File: config.mk
export PLATFORM = sky130hd
export DESIGN_NAME = reimu_bullet
export DESIGN_NICKNAME = d
export VERILOG_FILES = /design/src/rtl/game_pkg.sv /design/src/rtl/shot_slot.sv /design/src/rtl/reimu_bullet.sv
export SDC_FILE = /design/constraint.sdc
export NUM_CORES = 1
export LEC_CHECK = 0
export BUFFER_PORTS_ARGS = -buffer_cell sky130_fd_sc_hd__buf_4
export CAP_MARGIN = 20
export CELL_PAD_IN_SITES_DETAIL_PLACEMENT = 1
export CELL_PAD_IN_SITES_GLOBAL_PLACEMENT = 1
export CORE_MARGIN = 2
export CORE_UTILIZATION = 33
export CTS_BUF_LIST = sky130_fd_sc_hd__clkbuf_2
export DETAILED_ROUTE_END_ITERATION = 8
export PLACE_DENSITY = 0.7
export SYNTH_ARGS = -nofsm -noshare
export SYNTH_HDL_FRONTEND = slang
export SYNTH_SLANG_ARGS = --single-unit
File: constraint.sdc
create_clock -name clk22 -period 8.53 [get_ports clk22]
set_clock_uncertainty 0.2 [all_clocks]
set_input_delay 0 -clock clk22 [delete_from_list [all_inputs] [get_ports clk22]]
set_output_delay 0 -clock clk22 [all_outputs]
set_load 0.01 [all_outputs]
File: src/rtl/game_pkg.sv
// ---------------------------------------------------------------------------
// game_pkg
// Shared game constants: coordinate width, play-field bounds, enemy count
// and the coordinate type used by the shot engine.
// ---------------------------------------------------------------------------
package game_pkg;

    localparam int COORD_W      = 10;
    localparam int FIELD_TOP    = 8;
    localparam int FIELD_BOTTOM = 472;
    localparam int FIELD_RIGHT  = 432;
    localparam int NUM_ENEMIES  = 4;

    // Bullets appear this many pixels above the player's reference point.
    localparam int SPAWN_OFS    = 12;

    typedef logic [COORD_W-1:0] coord_t;

endpackage

File: src/rtl/shot_slot.sv
// ---------------------------------------------------------------------------
// shot_slot
// One bullet slot.
// Each tick a valid bullet is first checked for a hit, then for leaving the
// top of the field, and otherwise it moves up by SPEED.
//
// Ports:
//   clk22, rst (async, active-low), gamestart (sync clear)
//   spawn, spawn_x, spawn_y : load a new bullet (slot must be free)
//   enm_x, enm_y, enm_alive : enemy positions / alive flags
//   vld, x, y               : registered slot state
//   hit                     : one-hot (lowest index) enemy struck this tick
// ---------------------------------------------------------------------------
module shot_slot
    import game_pkg::*;
#(
    parameter int SPEED    = 10,
    parameter int HALF_BOX = 12
) (
    input  logic                   clk22,
    input  logic                   rst,
    input  logic                   gamestart,
    input  logic                   spawn,
    input  coord_t                 spawn_x,
    input  coord_t                 spawn_y,
    input  coord_t [NUM_ENEMIES-1:0] enm_x,
    input  coord_t [NUM_ENEMIES-1:0] enm_y,
    input  logic [NUM_ENEMIES-1:0] enm_alive,
    output logic                   vld,
    output coord_t                 x,
    output coord_t                 y,
    output logic [NUM_ENEMIES-1:0] hit
);

    localparam logic [COORD_W:0] HB       = HALF_BOX[COORD_W:0];
    localparam coord_t           RETIRE_Y = coord_t'(FIELD_TOP + SPEED);
    localparam coord_t           STEP     = coord_t'(SPEED);

    logic   vld_p0;
    coord_t x_p0;
    coord_t y_p0;

    // One extra bit so the difference of two 10-bit coordinates never wraps.
    function automatic logic [COORD_W:0] abs_diff(input coord_t a, input coord_t b);
        logic signed [COORD_W:0] d;
        d = $signed({1'b0, a}) - $signed({1'b0, b});
        abs_diff = (d < 0) ? -d : d;
    endfunction

    logic [NUM_ENEMIES-1:0] overlap;
    logic                   found;

    always_comb begin
        overlap = '0;
        hit     = '0;
        found   = 1'b0;
        for (int k = 0; k < NUM_ENEMIES; k++) begin
            overlap[k] = enm_alive[k]
                      && (abs_diff(x_p0, enm_x[k]) < HB)
                      && (abs_diff(y_p0, enm_y[k]) < HB);
        end
        // Only the lowest-index overlapping enemy takes the hit.
        for (int k = 0; k < NUM_ENEMIES; k++) begin
            if (vld_p0 && overlap[k] && !found) begin
                hit[k] = 1'b1;
                found  = 1'b1;
            end
        end
    end

    // ---- stage p0: slot state register ----
    always_ff @(posedge clk22 or negedge rst) begin
        if (!rst) begin
            vld_p0 <= 1'b0;
            x_p0   <= '0;
            y_p0   <= '0;
        end else if (gamestart) begin
            vld_p0 <= 1'b0;
            x_p0   <= '0;
            y_p0   <= '0;
        end else if (spawn) begin
            vld_p0 <= 1'b1;
            x_p0   <= spawn_x;
            y_p0   <= spawn_y;
        end else if (vld_p0) begin
            if (found || (y_p0 < RETIRE_Y)) begin
                vld_p0 <= 1'b0;
            end else begin
                y_p0 <= y_p0 - STEP;
            end
        end
    end

    assign vld = vld_p0;
    assign x   = x_p0;
    assign y   = y_p0;

endmodule

File: src/rtl/reimu_bullet.sv
// ---------------------------------------------------------------------------
// reimu_bullet
// Player shot engine.
// It spawns bullets from Reimu's position while fire is held, moves them up
// once per clk22 tick, and pulses enm_hit for each enemy struck.
//
// Ports:
//   clk22, rst (async, active-low), gamestart (sync clear)
//   fire, reimux, reimuy             : fire button and player position
//   enmx1..4, enmy1..4, enm1..4      : enemy positions and alive flags
//   bullet_vld/bullet_x/bullet_y     : per-slot state; slot i uses [10i+9:10i]
//   enm_hit                          : one-tick hit pulse per enemy
//   hit_cnt                          : saturating hit total; this port exists
//                                      only when REIMU_BULLET_HITCNT_EN is
//                                      defined
// ---------------------------------------------------------------------------
module reimu_bullet
    import game_pkg::*;
#(
    parameter int NUM_BULLETS = 4,
    parameter int SPEED       = 10,
    parameter int COOLDOWN    = 6,
    parameter int HALF_BOX    = 12
) (
    input  logic                           clk22,
    input  logic                           rst,
    input  logic                           gamestart,
    input  logic                           fire,
    input  logic [COORD_W-1:0]             reimux,
    input  logic [COORD_W-1:0]             reimuy,
    input  logic [COORD_W-1:0]             enmx1,
    input  logic [COORD_W-1:0]             enmx2,
    input  logic [COORD_W-1:0]             enmx3,
    input  logic [COORD_W-1:0]             enmx4,
    input  logic [COORD_W-1:0]             enmy1,
    input  logic [COORD_W-1:0]             enmy2,
    input  logic [COORD_W-1:0]             enmy3,
    input  logic [COORD_W-1:0]             enmy4,
    input  logic                           enm1,
    input  logic                           enm2,
    input  logic                           enm3,
    input  logic                           enm4,
    output logic [NUM_BULLETS-1:0]         bullet_vld,
    output logic [COORD_W*NUM_BULLETS-1:0] bullet_x,
    output logic [COORD_W*NUM_BULLETS-1:0] bullet_y,
    output logic [NUM_ENEMIES-1:0]         enm_hit
`ifdef REIMU_BULLET_HITCNT_EN
    ,
    output logic [7:0]                     hit_cnt
`endif
);

    localparam int     CD_W        = (COOLDOWN > 1) ? $clog2(COOLDOWN) : 1;
    localparam coord_t SPAWN_MIN_Y = coord_t'(SPAWN_OFS + FIELD_TOP + SPEED);
    localparam coord_t SPAWN_DY    = coord_t'(SPAWN_OFS);

    coord_t [NUM_ENEMIES-1:0] enm_x;
    coord_t [NUM_ENEMIES-1:0] enm_y;
    logic   [NUM_ENEMIES-1:0] enm_alive;

    assign enm_x     = {enmx4, enmx3, enmx2, enmx1};
    assign enm_y     = {enmy4, enmy3, enmy2, enmy1};
    assign enm_alive = {enm4, enm3, enm2, enm1};

    logic [CD_W-1:0]        cd_p0;
    logic [NUM_ENEMIES-1:0] enm_hit_p0;
    logic [NUM_BULLETS-1:0] spawn_sel;
    logic                   slot_free;
    logic                   spawn_ok;
    logic [NUM_ENEMIES-1:0] slot_hit [NUM_BULLETS];
    logic [NUM_ENEMIES-1:0] hit_or;

    // The allocator looks at the registered valid vector.
    // A slot freed this tick therefore becomes usable only on the next tick.
    always_comb begin
        spawn_sel = '0;
        slot_free = 1'b0;
        for (int i = 0; i < NUM_BULLETS; i++) begin
            if (!bullet_vld[i] && !slot_free) begin
                spawn_sel[i] = 1'b1;
                slot_free    = 1'b1;
            end
        end
        spawn_ok = fire && (cd_p0 == '0) && slot_free && (reimuy >= SPAWN_MIN_Y);
    end

    for (genvar i = 0; i < NUM_BULLETS; i++) begin : g_slot
        shot_slot #(
            .SPEED    (SPEED),
            .HALF_BOX (HALF_BOX)
        ) u_slot (
            .clk22     (clk22),
            .rst       (rst),
            .gamestart (gamestart),
            .spawn     (spawn_ok && spawn_sel[i]),
            .spawn_x   (reimux),
            .spawn_y   (reimuy - SPAWN_DY),
            .enm_x     (enm_x),
            .enm_y     (enm_y),
            .enm_alive (enm_alive),
            .vld       (bullet_vld[i]),
            .x         (bullet_x[COORD_W*i +: COORD_W]),
            .y         (bullet_y[COORD_W*i +: COORD_W]),
            .hit       (slot_hit[i])
        );
    end

    always_comb begin
        hit_or = '0;
        for (int i = 0; i < NUM_BULLETS; i++) begin
            hit_or = hit_or | slot_hit[i];
        end
    end

    // ---- stage p0: cooldown and hit pulse registers ----
    // A dropped shot leaves cd at 0, so the shot fires as soon as it is allowed.
    always_ff @(posedge clk22 or negedge rst) begin
        if (!rst) begin
            cd_p0      <= '0;
            enm_hit_p0 <= '0;
        end else if (gamestart) begin
            cd_p0      <= '0;
            enm_hit_p0 <= '0;
        end else begin
            enm_hit_p0 <= hit_or;
            if (spawn_ok) begin
                cd_p0 <= CD_W'(COOLDOWN - 1);
            end else if (cd_p0 != '0) begin
                cd_p0 <= cd_p0 - 1'b1;
            end
        end
    end

    assign enm_hit = enm_hit_p0;

`ifdef REIMU_BULLET_HITCNT_EN
    function automatic logic [2:0] popcount4(input logic [NUM_ENEMIES-1:0] v);
        popcount4 = '0;
        for (int k = 0; k < NUM_ENEMIES; k++) begin
            popcount4 = popcount4 + {2'b00, v[k]};
        end
    endfunction

    function automatic logic [7:0] sat_add8(input logic [7:0] a, input logic [2:0] b);
        logic [8:0] s;
        s = {1'b0, a} + {6'd0, b};
        sat_add8 = s[8] ? 8'hFF : s[7:0];
    endfunction

    logic [7:0] hit_cnt_p0;

    always_ff @(posedge clk22 or negedge rst) begin
        if (!rst) begin
            hit_cnt_p0 <= '0;
        end else if (gamestart) begin
            hit_cnt_p0 <= '0;
        end else begin
            hit_cnt_p0 <= sat_add8(hit_cnt_p0, popcount4(hit_or));
        end
    end

    assign hit_cnt = hit_cnt_p0;
`endif

endmodule
; ---- Word-level counts from Yosys, hierarchy flattened
; Index checks and enable logic that the tools add are counted.
[classes]
addsub = 70
n_lt_le_gt_ge = 69
eq_ne = 4
n_mux = 111
n_bitwise = 3
n_reduce_logical = 106
[op_table]
columns = cell, count
row1 = $lt 11x1->1 const B, 32
row2 = $lt 11x4->1 const B, 32
row3 = $mux 11, 32
row4 = $neg 11->11, 32
row5 = $sub 10x10->11, 32
row6 = $mux 10, 24
row7 = $logic_and 1x1->1, 70
row8 = $mux 1, 51
row9 = $sub 10x4->10 const B, 5
row10 = $lt 10x5->1 const B, 4
row11 = $reduce_bool 3->1, 6
row12 = $logic_not 1->1, 17
row13 = $ne 3x2->1 const B, 4
row14 = $or 4x4->4, 3
row15 = $ge 10x5->1 const B, 1
row16 = $mux 3, 3
row17 = $reduce_and 2->1, 4
row18 = $reduce_bool 2->1, 4
row19 = $logic_or 1x1->1, 4
row20 = $mux 4, 1
row21 = $logic_not 3->1, 1
row22 = $sub 3x1->3 const B, 1
[word_totals]
regBits = 91
inputBits = 108
out_inout_bits = 88
elab_cells = 377

; ---- Logic depth before layout (Yosys ltp)
[logic_depth]
ltp_word = 22
mapped_depth = 17
ltp_nobuf = 16

; ---- Cells and area by module
; A second synthesis with hierarchy kept.
[hier_totals]
hier_cells = 3522
hier_area_um2 = 26693.1
[by_module_without_submodules]
columns = mod, instances, cells_per_inst, area_per_inst_um2, seq_area_each_um2
row1 = shot_slot (g_slot[0].u_slot ...), 3, 882, 6676.4, 525.5
row2 = shot_slot (g_slot[1].u_slot), 1, 823, 6165.9, 525.5
row3 = reimu_bullet, 1, 53, 498.0, 175.2

; ---- Least setup slack after synthesis
; Ideal clock, no wire load.
[synth_timing]
path_type = register to register
start = register g_slot[0].u_slot.x_p0[0]
end = register g_slot[0].u_slot.y_p0[8]
setup_time_ps = 96
t_arrival_ps = 4021
t_required_ps = 8234
path_slack_ps = 4214
stages_incl_launch_ff = 18
path_buffers = 1
synth_period_minus_slack_ps = 4316
path_cell_list = dfrtp_1 -> inv_1 -> ha_1 -> inv_1 -> fa_1 -> a211oi_1 -> nor2_1 -> xnor2_1 -> or4_1 -> a211o_1 -> a222oi_1 -> o2111ai_1 -> a2111oi_0 -> or4_1 -> buf_6 -> nor2_8 -> and4_1 -> nor4_2
[synth_between]
elab_chain_len = 20
[synth_lines]
columns = element, line_no
row1 = from (decl), shot_slot.sv:40  ; coord_t x_p0;
row2 = from (signal assigned), shot_slot.sv:83  ; x_p0 <= spawn_x;
row3 = $sub 10x10->11, shot_slot.sv:46  ; d = $signed({1'b0, a}) - $signed({1'b0, b});
row4 = $neg 11->11 / $lt 11x1->1 (equally long branches), shot_slot.sv:47  ; abs_diff = (d < 0) ? -d : d;
row5 = $mux 11, shot_slot.sv:47
row6 = $lt 11x4->1, shot_slot.sv:59  ; && (abs_diff(x_p0, enm_x[k]) < HB)
row7 = $logic_and 1x1->1, shot_slot.sv:59
row8 = $logic_and 1x1->1, shot_slot.sv:60  ; && (abs_diff(y_p0, enm_y[k]) < HB);
row9 = $logic_and 1x1->1, shot_slot.sv:64  ; if (vld_p0 && overlap[k] && !found) begin
row10 = $mux 1, shot_slot.sv:64
row11 = [4 not listed], n/a
row12 = $logic_and 1x1->1, shot_slot.sv:64
row13 = $mux 1, shot_slot.sv:64
row14 = $logic_not 1->1, shot_slot.sv:64
row15 = $logic_and 1x1->1, shot_slot.sv:64
row16 = $mux 1 (*), shot_slot.sv:64
row17 = $logic_or 1x1->1 (*), shot_slot.sv:86  ; if (found || (y_p0 < RETIRE_Y)) begin
row18 = $ne 3x2->1 (no line) (*), n/a
row19 = $reduce_and 2->1 (no line) (*), n/a
row20 = to (signal assigned), shot_slot.sv:84  ; y_p0 <= spawn_y;
row21 = to (signal assigned), shot_slot.sv:89  ; y_p0 <= y_p0 - STEP;
row22 = to (decl), shot_slot.sv:41  ; coord_t y_p0;
; Mark *: on every way between the ends. The rest lies on a longest branch, timed or not.
; A chain may end at the register's enable or synchronous reset.

; ---- Worst setup path in the final report
; Ends and elaborated chain as after synthesis.

==> impl_summary.txt <==
----------------------------------------------------
[Place]
  Detailed Place HPWL ... 82,900 µm
  PortBufs ... roughly 200
  Final weighted congestion of routability-driven global placement ... about 0.91

[Pwr]
  Power density cells ... between 100 and 150 nW/µm²
  Share of total power consumed by net switching ... 0.538
  Proportion of power drawn by flip-flops and latches ... 0.194
  Tot Pwr ... between 3 and 4 mW
  Internal power ... 1.59 mW
  Relative contribution of combinational cells to total power ... 0.721
  Switch Pwr ... 1.86 mW
  Worst vdd rail ir drop ... 0.0806 mV
  Leakage Power ... between 10 and 15 nW
  Power share of the clock group ... 0.085

[Worst setup path]
  Terminus of the critical flop-to-flop path ... g_slot[0].u_slot.y[8]$_DFFE_PN0P_
  Flop2flop setup slack ... ~3.2 ns
  Critical path's most frequent cell ... sky130_fd_sc_hd__inv_1
  Biggest fanout along the worst timing path ... 7
  Type of destination of the critical path ... flop
  Kind of critical path ... flop to flop
  Worst reg2reg startpoint ... g_slot[0].u_slot.x[0]$_DFFE_PN0N_
  Depth of the critical timing path with buffers and inverters included ... 16
  Largest stage delay on the critical path ... around 0.7 ns
  Worst Path Required ... ~9 ns
  Critical Path AT ... roughly 5.8 ns
  Worst-case reg-to-reg path depth ... 16
  Largest delay contributor family on the critical path ... compound AO/OA/AOI/OAI gates
  Critical path buffer and inverter count ... 2
  Crit path launch type ... flop
  Slowest library cell on the worst path ... sky130_fd_sc_hd__a222oi_1
  Cells traversed along the worst timing path ... inv_1 > ha_1 > inv_1 > fa_1 > nand3_1 > a21o_1 > o2bb2ai_1 > o21ai_0 > or3b_2 > a222oi_1 > o2111ai_1 > a21oi_2 > or4_1 > nor2_8 > a311oi_1 > nor4_2

[GRT]
  Largest net degree at the start of global routing ... roughly 90
  Global-route wire length before repair ... roughly 160,000 µm
  Antenna violations before repair ... 3
  Via count of the first global-routing pass ... between 20,000 and 30,000
  Global route overflow ... 0
  Total GRT Usage ... 0.268

[Clock tree]
  H-tree levels ... 3
  Clock-pin slew on the worst setup and hold paths ... 0.31 ns
  Clock Latency Late Sink ... approximately 0.70 ns
  CTS tree ... built
  Clock sink total ... 91
  CTS Buf Count ... 9
  Post-cts repair resize count ... 0
  Max Buffers Root-to-Sink ... 2
  Master cell of the clock root buffer ... sky130_fd_sc_hd__clkbuf_2

[Drt]
  Antenna-violating nets left ... 0
  Vias after detailed routing ... roughly 27,000
  Number of detailed-routing iterations run before antenna repair ... 5
  DRC marker count from the first detailed-route iteration ... between 1,500 and 2,000
  Wire length per cell ... between 20 and 25 µm
  Detailed-route vias per instance ... around 6
  DRC errors left ... 0
  Total routed wirelength ... between 100,000 and 150,000 µm

[Layout]
  Commonest cells after routing, fill and taps aside ... sky130_fd_sc_hd__ha_1, sky130_fd_sc_hd__a21oi_1, sky130_fd_sc_hd__nor2_1
  Layout net count ... just under 4,000
  Area Overhead vs Synth ... 13.2%
  Fraction of final layout cells sized beyond drive strength 1 ... 0.0940
  Leading cell type in the layout, fill and taps excluded ... sky130_fd_sc_hd__ha_1
  Number of fill cells in the layout ... 9,148

[STA]
  Time the worst path needs with I/O delays and setup ... roughly 5.4 ns
  Final total negative setup slack ... 0 ns
  Hold Vio Cnt, Final ... 0
  Measured slew at the worst slew-check pin ... about 1.1 ns
  Part of the cycle the worst path needs ... 0.629
  Count of endpoints failing setup in the final report ... 0
  RSZ-0062 raised after global routing ... no
  Relative slew slack ... 0.254
  Final count of pins violating max slew ... 0
  Maximum frequency from static timing analysis ... roughly 190 MHz

[Floorplan]
  Area of the placeable core ... around 73,000 µm²
  Die footprint ... roughly 76,000 µm²
  Horizontal die dimension ... between 200 and 300 µm
  Site row count ... 99
  Initial Utilization ... 0.333
  Y dimension of the die ... about 270 µm
  Number of top-level pins ... 196

[Synthesis]
  Total of flip-flops plus latches after synthesis ... 91
  Average cell area after synthesis ... around 7.4 µm²
  EDFF count, synth ... 0
  Post-synth top flop ... sky130_fd_sc_hd__dfrtp_1
  Net count after synthesis ... roughly 3,700
  Instance count of the mapped netlist ... approximately 3,300
  Total number of yosys warnings ... 0
  Synth unique cells ... between 100 and 150
  Share of synthesized area occupied by flip-flops and latches ... 0.0940
  Share of flip-flops with an asynchronous set or reset ... 1.00
  Post-synthesis instance area ... 24,200 µm²

[Worst hold path]
  Hold_sp ... enmy4[0]
  Min-delay worst type ... input pin to flop
  Worst Hold Endpoint ... enm_hit[3]$_DFF_PN0_
  Hold Crit Depth ... 9

[Status]
  Status ... completed

[Job]
  # Max-Cap Violations ... 0

----------------------------------------------------
==> cell families after synthesis <==
logic type | Yosys count | synth area share
adders and majority gates | 359 | 0.195
DFF | 91 | 0.0940
buffers and inverters | 285 | 0.0453
xor gates and xnor gates | 217 | 0.0784
AOI/OAI and AO/OA | 1144 | 0.324
muxes | 49 | 0.0214
and+or+nand+nor | 1124 | 0.242
==> sequential cells by signal (all words and copies together), names as in the netlist <==
signal and flops:
g_slot.u_slot.x 40, g_slot.u_slot.y 40, enm_hit 4, g_slot.u_slot.vld 4, cd_p0 3
==> worst max path at each step <==
| stage | start | to | slack (ns) |
|---|---|---|---|
| detailed placement | g_slot[0].u_slot.x[0]$_DFFE_PN0N_ | g_slot[0].u_slot.y[8]$_DFFE_PN0P_ | 3.08 |
| global route | g_slot[0].u_slot.y[0]$_DFFE_PN0P_ | g_slot[0].u_slot.y[8]$_DFFE_PN0P_ | 2.78 |
| floorplan | g_slot[0].u_slot.x[0]$_DFFE_PN0N_ | g_slot[0].u_slot.y[8]$_DFFE_PN0P_ | 4.21 |
| CTS | g_slot[0].u_slot.x[0]$_DFFE_PN0N_ | g_slot[0].u_slot.y[8]$_DFFE_PN0P_ | 3.09 |
| global placement | g_slot[3].u_slot.x[0]$_DFFE_PN0N_ | g_slot[3].u_slot.y[6]$_DFFE_PN0P_ | 2.66 |
| finish | g_slot[0].u_slot.x[0]$_DFFE_PN0N_ | g_slot[0].u_slot.y[8]$_DFFE_PN0P_ | 3.17 |
==> synthesized netlist by cell type, drive strengths merged (15+ instances only) <==
library cell	n	share of area
fa	32	0.026
o21bai	25	0.0077
a211oi	63	0.020
nor3	86	0.018
a21boi	17	0.0053
nand2b	65	0.017
xor2	90	0.033
clkbuf	64	0.010
or2	33	0.0085
o2111ai	25	0.0090
o311ai	15	0.0054
xnor2	127	0.046
o21a	81	0.025
o21ai	203	0.042
o22ai	22	0.0057
and3	42	0.011
a21oi	272	0.057
a2111oi	22	0.0086
a21o	74	0.023
a211o	18	0.0065
o31ai	34	0.011
a311oi	16	0.0060
a31oi	44	0.011
ha	327	0.17
o31a	24	0.0087
inv	211	0.033
or3	40	0.011
nand3	66	0.014
nor3b	20	0.0062
mux2i	36	0.015
nor4	33	0.0097
o211ai	43	0.013
nor2	259	0.041
nand4	35	0.0090
or4	23	0.0071
nand2	252	0.039
nor2b	74	0.019
nand3b	17	0.0053
dfrtp	91	0.094
and2	27	0.0070
==> per-layer routing <==
metal  vias to the layer above  track usage  routed length (µm)
met3                       198       0.0220                5850
met5                         -            0                   0
met2                       747        0.440               47000
met1                     13300        0.355               45400
li1                      12800            -                   -
met4                         0        0.128                5430
==> repair_timing <==
action                                 in CTS  in global routing
buffers inserted                            0                  0
endpoints found under the hold margin     182                  0
hold buffers                               53                  0
==> worst min-delay path: stages <==
cell	delay (ns)
sky130_fd_sc_hd__buf_4	0.14
sky130_fd_sc_hd__ha_1	0.14
sky130_fd_sc_hd__nand2_1	0.10
sky130_fd_sc_hd__nor3b_1	0.20
sky130_fd_sc_hd__nand2_1	0.07
sky130_fd_sc_hd__o21ai_0	0.07
sky130_fd_sc_hd__a2111oi_0	0.09
sky130_fd_sc_hd__nand2_1	0.07
sky130_fd_sc_hd__a31oi_1	0.08
==> final cells by class <==
| cell class | instances | area, µm² | area share |
|---|---|---|---|
| antenna | 1 | 2.50 | 0.0000912 |
| sequential | 91 | 2280 | 0.0830 |
| inverter | 211 | 792 | 0.0289 |
| tap | 959 | 1200 | 0.0437 |
| clock inverter | 7 | 103 | 0.00374 |
| multi-input combinational | 2893 | 20900 | 0.761 |
| clock buffer | 9 | 45.0 | 0.00164 |
| timing repair buffer | 267 | 2140 | 0.0782 |
==> power groups by stage <==
stage,clock network (mW),logic (mW),registers (mW)
after floorplan,0,1.78,0.567
final,0.293,2.49,0.669
after global placement,0,2.38,0.673
after global routing,0.308,2.75,0.672
after CTS,0.295,2.46,0.665
after detailed placement,0,2.42,0.673
==> metrics by stage <==
| step | utilization | setup WS [ns] | area (µm²) | hold slack [ns] | std cells |
|---|---|---|---|---|---|
| after floorplan | - | 4.21 | 24200 | -0.496 | 3269 |
| after global placement | 0.367 | 2.66 | 26700 | -0.222 | 4367 |
| after detailed placement | 0.367 | 3.08 | 26700 | -0.222 | 4368 |
| after CTS | 0.377 | 3.09 | 27400 | 0.0137 | 4437 |
| after global routing | 0.377 | 2.78 | 27400 | 0.0927 | 4438 |
| final | 0.377 | 3.17 | 27400 | 0.0762 | 4438 |
No activity file was read; power rests on OpenSTA's default activity.
